File: src/rtl/pipeline_hazard_ctrl_pkg.sv
// -----------------------------------------------------------------------------
// pipeline_hazard_ctrl_pkg
// Shared definitions for the hazard/forwarding controller:
//   - forward-select encodings for the EX-stage ALU operand muxes
//   - the scoreboard entry kept for each of the EX, MEM and WB stages
//   - helpers that answer "does this entry write register r" and build a
//     forward select from the MEM/WB match results
// -----------------------------------------------------------------------------
package pipeline_hazard_ctrl_pkg;

    localparam int SB_ADDR_W = 5;

    localparam logic [1:0] FWD_REG   = 2'b00;
    localparam logic [1:0] FWD_EXMEM = 2'b01;
    localparam logic [1:0] FWD_MEMWB = 2'b10;

    localparam logic [SB_ADDR_W-1:0] REG_ZERO = 5'd0;

    typedef struct packed {
        logic                 valid;
        logic                 regwrite;
        logic                 memread;
        logic [SB_ADDR_W-1:0] dest;
        logic [SB_ADDR_W-1:0] rs;
        logic [SB_ADDR_W-1:0] rt;
        logic                 uses_rs;
        logic                 uses_rt;
    } sb_entry_t;

    localparam sb_entry_t SB_EMPTY = '{
        valid: 1'b0, regwrite: 1'b0, memread: 1'b0,
        dest: 5'd0, rs: 5'd0, rt: 5'd0,
        uses_rs: 1'b0, uses_rt: 1'b0
    };

    // Register 0 is hard-wired, so a write to it is never a producer.
    function automatic logic sb_writes(input sb_entry_t e,
                                       input logic [SB_ADDR_W-1:0] r);
        return e.valid & e.regwrite & (e.dest == r) & (r != REG_ZERO);
    endfunction

    // The younger (MEM) producer holds the newer value, so it wins over WB.
    function automatic logic [1:0] fwd_select(input logic uses,
                                              input logic mem_hit,
                                              input logic wb_hit);
        logic [1:0] sel;
        if (uses && mem_hit) begin
            sel = FWD_EXMEM;
        end else if (uses && wb_hit) begin
            sel = FWD_MEMWB;
        end else begin
            sel = FWD_REG;
        end
        return sel;
    endfunction

endpackage

File: src/rtl/pipeline_hazard_ctrl_sat_counter.sv
// -----------------------------------------------------------------------------
// hazard_sat_counter
// Saturating event counter: counts up by one on each cycle inc_i is high and
// sticks at all-ones instead of wrapping.
// Ports:
//   clk    - clock
//   rst_n  - asynchronous active-low reset, clears the count
//   inc_i  - increment request for this cycle
//   cnt_o  - current count (registered)
// -----------------------------------------------------------------------------
module hazard_sat_counter #(
    parameter int CNT_W = 16
) (
    input  logic             clk,
    input  logic             rst_n,
    input  logic             inc_i,
    output logic [CNT_W-1:0] cnt_o
);

    localparam logic [CNT_W-1:0] CNT_ONE = {{(CNT_W-1){1'b0}}, 1'b1};
    localparam logic [CNT_W-1:0] CNT_MAX = {CNT_W{1'b1}};

    logic [CNT_W-1:0] cnt_q;
    logic [CNT_W-1:0] cnt_d;

    // Next count: increment unless already saturated.
    always_comb begin
        cnt_d = cnt_q;
        if (inc_i && (cnt_q != CNT_MAX)) begin
            cnt_d = cnt_q + CNT_ONE;
        end else begin
            cnt_d = cnt_q;
        end
    end

    // Count register.
    always_ff @(posedge clk or negedge rst_n) begin
        if (!rst_n) begin
            cnt_q <= {CNT_W{1'b0}};
        end else begin
            cnt_q <= cnt_d;
        end
    end

    assign cnt_o = cnt_q;

endmodule

File: src/rtl/pipeline_hazard_ctrl.sv
// -----------------------------------------------------------------------------
// pipeline_hazard_ctrl
// Hazard, stall and forwarding control for a 5-stage pipeline.
// A three-entry scoreboard shadows the EX, MEM and WB occupants. From it and
// the decoded ID instruction the block derives:
//   pc_write / ifid_write  - fetch and IF/ID enables (low while stalling)
//   ifid_flush             - squash the IF/ID slot on a jump or taken branch
//   idex_bubble            - inject a NOP into ID/EX on a stall or branch
//   fwd_a / fwd_b          - EX operand forward selects (00 reg, 01 EX/MEM,
//                            10 MEM/WB)
//   stall_cnt / flush_cnt  - saturating performance counters
// Inputs: clk, reset (async, active-low), id_* decoded ID control,
// ex_branch_taken from the EX-stage comparator.
// -----------------------------------------------------------------------------
module pipeline_hazard_ctrl #(
    parameter int REG_ADDR_W = 5,
    parameter int CNT_W      = 16
) (
    input  logic                  clk,
    input  logic                  reset,
    input  logic                  id_valid,
    input  logic [REG_ADDR_W-1:0] id_rs,
    input  logic [REG_ADDR_W-1:0] id_rt,
    input  logic                  id_uses_rs,
    input  logic                  id_uses_rt,
    input  logic [REG_ADDR_W-1:0] id_dest,
    input  logic                  id_regwrite,
    input  logic                  id_memread,
    input  logic                  id_jump,
    input  logic                  id_jr,
    input  logic                  ex_branch_taken,
    output logic                  pc_write,
    output logic                  ifid_write,
    output logic                  ifid_flush,
    output logic                  idex_bubble,
    output logic [1:0]            fwd_a,
    output logic [1:0]            fwd_b,
    output logic [CNT_W-1:0]      stall_cnt,
    output logic [CNT_W-1:0]      flush_cnt
);

    import pipeline_hazard_ctrl_pkg::*;

    sb_entry_t ex_q;
    sb_entry_t mem_q;
    sb_entry_t wb_q;
    sb_entry_t ex_d;

    logic load_use_s;
    logic jr_stall_s;
    logic stall_s;
    logic jump_s;
    logic stall_inc_s;

    // ID-side hazard detection against the registered scoreboard.
    always_comb begin
        load_use_s = id_valid & ex_q.memread &
                     ((id_uses_rs & sb_writes(ex_q, id_rs)) |
                      (id_uses_rt & sb_writes(ex_q, id_rt)));
        // jr needs rs in ID: any EX producer, or a load still in MEM.
        jr_stall_s = id_valid & id_jr &
                     (sb_writes(ex_q, id_rs) |
                      (mem_q.memread & sb_writes(mem_q, id_rs)));
        stall_s    = load_use_s | jr_stall_s;
        jump_s     = id_valid & (id_jump | id_jr) & ~stall_s;
    end

    // Pipeline control; a taken branch discards the ID instruction, so it
    // overrides any ID-side stall or jump.
    always_comb begin
        pc_write    = 1'b1;
        ifid_write  = 1'b1;
        ifid_flush  = 1'b0;
        idex_bubble = 1'b0;
        if (!reset) begin
            pc_write    = 1'b1;
            ifid_write  = 1'b1;
            ifid_flush  = 1'b0;
            idex_bubble = 1'b0;
        end else if (ex_branch_taken) begin
            pc_write    = 1'b1;
            ifid_write  = 1'b1;
            ifid_flush  = 1'b1;
            idex_bubble = 1'b1;
        end else if (stall_s) begin
            pc_write    = 1'b0;
            ifid_write  = 1'b0;
            ifid_flush  = 1'b0;
            idex_bubble = 1'b1;
        end else if (jump_s) begin
            pc_write    = 1'b1;
            ifid_write  = 1'b1;
            ifid_flush  = 1'b1;
            idex_bubble = 1'b0;
        end else begin
            pc_write    = 1'b1;
            ifid_write  = 1'b1;
            ifid_flush  = 1'b0;
            idex_bubble = 1'b0;
        end
    end

    // Entry that moves into EX next cycle: the ID instruction or a bubble.
    always_comb begin
        ex_d = SB_EMPTY;
        if (id_valid && !idex_bubble) begin
            ex_d.valid    = 1'b1;
            ex_d.regwrite = id_regwrite;
            ex_d.memread  = id_memread;
            ex_d.dest     = id_dest;
            ex_d.rs       = id_rs;
            ex_d.rt       = id_rt;
            ex_d.uses_rs  = id_uses_rs;
            ex_d.uses_rt  = id_uses_rt;
        end else begin
            ex_d = SB_EMPTY;
        end
    end

    // Scoreboard shift chain EX -> MEM -> WB.
    always_ff @(posedge clk or negedge reset) begin
        if (!reset) begin
            ex_q  <= SB_EMPTY;
            mem_q <= SB_EMPTY;
            wb_q  <= SB_EMPTY;
        end else begin
            ex_q  <= ex_d;
            mem_q <= ex_q;
            wb_q  <= mem_q;
        end
    end

    // Operand forwarding for the instruction now in EX. A load in MEM cannot
    // feed EX here: the load-use stall already put a bubble between them.
    always_comb begin
        fwd_a = fwd_select(ex_q.uses_rs, sb_writes(mem_q, ex_q.rs),
                           sb_writes(wb_q, ex_q.rs));
        fwd_b = fwd_select(ex_q.uses_rt, sb_writes(mem_q, ex_q.rt),
                           sb_writes(wb_q, ex_q.rt));
    end

    // A stall cycle that a branch overrode is not counted as a stall.
    assign stall_inc_s = reset & stall_s & ~ex_branch_taken;

    hazard_sat_counter #(.CNT_W(CNT_W)) u_stall_cnt (
        .clk   (clk),
        .rst_n (reset),
        .inc_i (stall_inc_s),
        .cnt_o (stall_cnt)
    );

    hazard_sat_counter #(.CNT_W(CNT_W)) u_flush_cnt (
        .clk   (clk),
        .rst_n (reset),
        .inc_i (ifid_flush),
        .cnt_o (flush_cnt)
    );

endmodule

File: config.mk
export PLATFORM = sky130hd
export DESIGN_NAME = pipeline_hazard_ctrl
export DESIGN_NICKNAME = d
export VERILOG_FILES = /design/src/rtl/pipeline_hazard_ctrl_pkg.sv /design/src/rtl/pipeline_hazard_ctrl_sat_counter.sv /design/src/rtl/pipeline_hazard_ctrl.sv
export SDC_FILE = /design/constraint.sdc
export NUM_CORES = 1
export LEC_CHECK = 0
export CAP_MARGIN = 20
export CELL_PAD_IN_SITES_DETAIL_PLACEMENT = 0
export CELL_PAD_IN_SITES_GLOBAL_PLACEMENT = 1
export CORE_MARGIN = 5
export CORE_UTILIZATION = 44
export DETAILED_ROUTE_END_ITERATION = 16
export HOLD_SLACK_MARGIN = 0.1
export PLACE_DENSITY_LB_ADDON = 0.1
export SLEW_MARGIN = 0
export SYNTH_ARGS = -nofsm -noshare
export SYNTH_HDL_FRONTEND = slang
export SYNTH_HIERARCHICAL = 1
export SYNTH_SLANG_ARGS = --single-unit
export TNS_END_PERCENT = 10
File: constraint.sdc
create_clock -name clk -period 6.91 [get_ports clk]
set_input_delay 1.382 -clock clk [delete_from_list [all_inputs] [get_ports clk]]
set_output_delay 1.382 -clock clk [all_outputs]
set_load 0.01 [all_outputs]
==> out/results.ini <==
[yosys]
yosys_warnings = 6
synth_ff_type = dfrtp_1
ys_seq_area_share_pct = 46.6
syn-num-nets = 371
syn_inst = 344
synth_area_per_cell_sq_um = 10.5
syn_area_sq_um = 3600
ys_ff_latch = 67
ys_types = 50
synth_edf_count = 0
async_reset_ff_share_pct = 100

[clock_network]
htreeDepth = 3
post_cts_buffers = 0
clockRootBuffer = clkbuf_8
clk_pin_slew_ns = 0.07
clk_latency_ns = 0.35
clock_path_buffers = 2
cts_tree = done
cts_hold_buf = 0
cts_sinks = 67
postCtsResizedCells = 0
numCtsBuffers = 9

[critical_path]
setup.worst_path.class = primary input to primary output
required_ns = 5.53
crit_path_cell_trace = clkdlybuf4s50_1 > or4_1 > nor2_2 > or4_4 > o2111ai_1 > o21ai_1 > clkdlybuf4s50_1
crit_top_cell = clkdlybuf4s50_1
max_stage_delay_ns = 0.65
startpoint_type = primary input
worstPathArrival_ns = 4.33
cp_max_fo = 21
cp_slowest_cell = clkdlybuf4s50_1
cp-end-kind = primary output

[power_and_ir_drop]
p_leak_nw = 1.88
power_mw = 1.03
power.density_nw_per_um2 = 225
ir_worst_vdd_v = 0.000107

[finish]
layout.cells.non_filler = 518
nets = 435
antenna_cells = 0
n_fill_cell = 737
final_common_cell = dfrtp_1
most-common-layout-cells = dfrtp_1 (67), clkdlybuf4s50_1 (63), nand2_1 (46)
syn2layout_area_growth_pct = 26.8
fin_util_pct = 56.4
drive_above_1_share_pct = 10.7

[timing]
timing.slew.headroom_pct = 52.2
final.setup.tns_ns = 0
rsz0062_at_grt = no
timing.final.crit_share_pct = 82.6
tightestPinTransition_ns = 0.716
final-setup-viol-count = 0
fin_worst_skew_ns = 0.00773
hold_viol_final = 0
min_period_ns = 5.71
holdWs_ns = 0.406
slew_violations = 0
max_freq_mhz = 175

[route]
wire_per_inst_microns = 16.3
dr.pass1.iters = 4
viasPerCell = 5.57
drcViolationCount = 0
ant_nets = 0
wl_microns = 8440
dr_total_vias = 2883
first_iter_violations = 130

[global_route]
grt_pass1_vias = 2816
grt_max_degree = 49
antenna_found_initial = 0
grt_pass1_wl_microns = 14300
grt_overflow_total = 0
track_usage_pct = 18.0

[outcome]
outcome = finished clean

[placement]
numPlacedInstances = 502
dp_hpwl_microns = 6240
gp_congestion = 0.830
place.port_buffers = 64

[floorplanning]
die_w_microns = 100
core-area_sq_um = 8090
pin_count = 65
dieArea_sq_um = 10100
die_h_microns = 100
initial_utilization_pct = 44.4
rows = 33

[flow_run]
drv_cap = 0

[worst_hold_path]
min_path_type = register to register

==> layout make-up <==
class,instances,area (sq um),share of cell area (%)
clock buffer,12,145,3.18
sequential,67,1680,36.8
tap,105,131,2.88
multi-input combinational,264,1860,40.7
clock inverter,4,97.6,2.14
timing repair buffer,66,653,14.3
==> where the power goes <==
part           switching (mW)  total [mW]  internal, mW
Clock                   0.155       0.405         0.250
Combinational          0.0770       0.159        0.0818
Sequential             0.0414       0.464         0.422
Total                   0.273        1.03         0.754
==> synth_stat cells, types with 4 or more instances <==
master,n,area share (%)
nand4_1,20,3.5
nor4_1,6,1.0
clkbuf_1,5,0.52
and3_1,4,0.70
or4_1,4,0.83
nor4_4,4,2.4
nand2_1,46,4.8
nand3_1,19,2.6
o21ai_1,8,1.1
xor2_1,21,5.1
o22ai_1,12,2.1
o21ai_0,4,0.56
a31oi_1,6,1.0
nor2_1,18,1.9
xnor2_1,27,6.6
a21oi_1,7,0.97
o21a_1,10,2.1
dfrtp_1,67,47
==> path summary, 6_finish.rpt <==
kind	from	to	slack (ns)	depth (start not counted)
worst min register to register	ex_q[17]	mem_q[17]	0.41	0
max in group asynchronous	reset	ex_q[6]	4.99	2
worst min-delay path	ex_q[17]	mem_q[17]	0.41	0
min in group asynchronous	reset	mem_q[13]	0.96	1
worst max register to register	ex_q[12]	u_flush_cnt/cnt_o[7]	3.72	9
worst max-delay path	id_rs[1]	ifid_flush	1.20	7
==> metal layers <==
layer	wire (microns)	up-vias	GRT usage [%]
met5	0	-	0
met4	80	0	4.97
met3	498	7	5.21
met2	3790	81	25.6
met1	4070	1402	26.5
li1	-	1393	-
==> stage by stage <==
| step | area, sq um | setup WS (ns) |
|---|---|---|
| global route | 4560 | 1.05 |
| floorplan | 3600 | 2.53 |
| detailed placement | 4320 | 1.24 |
| CTS | 4560 | 1.23 |
| finish | 4560 | 1.20 |
| global placement | 4320 | 1.26 |
==> kinds of logic after synthesis <==
logic type	count (synthesis)	synth area share (%)
AO/OA/AOI/OAI	58	11.7
XOR/XNOR	48	11.7
adder cells (fa/ha/maj)	2	0.696
buffers and inverters	13	1.77
flip-flops	67	46.6
multiplexers	2	0.626
AND/OR/NAND/NOR	154	27.0
==> critical path: cells and delay by family <==
kind | cells | cell delay [ns]
AO/OA/AOI/OAI | 2 | 0.69
buffers and inverters | 2 | 1.13
AND/OR/NAND/NOR | 3 | 1.10
==> sequential cells by signal, indices dropped and copies added (netlist names) <==
signal and flops:
ex_q 20, mem_q 8, u_flush_cnt/cnt_o 16, u_stall_cnt/cnt_o 16
wb_q 7
No activity file was read; power rests on OpenSTA's default activity.
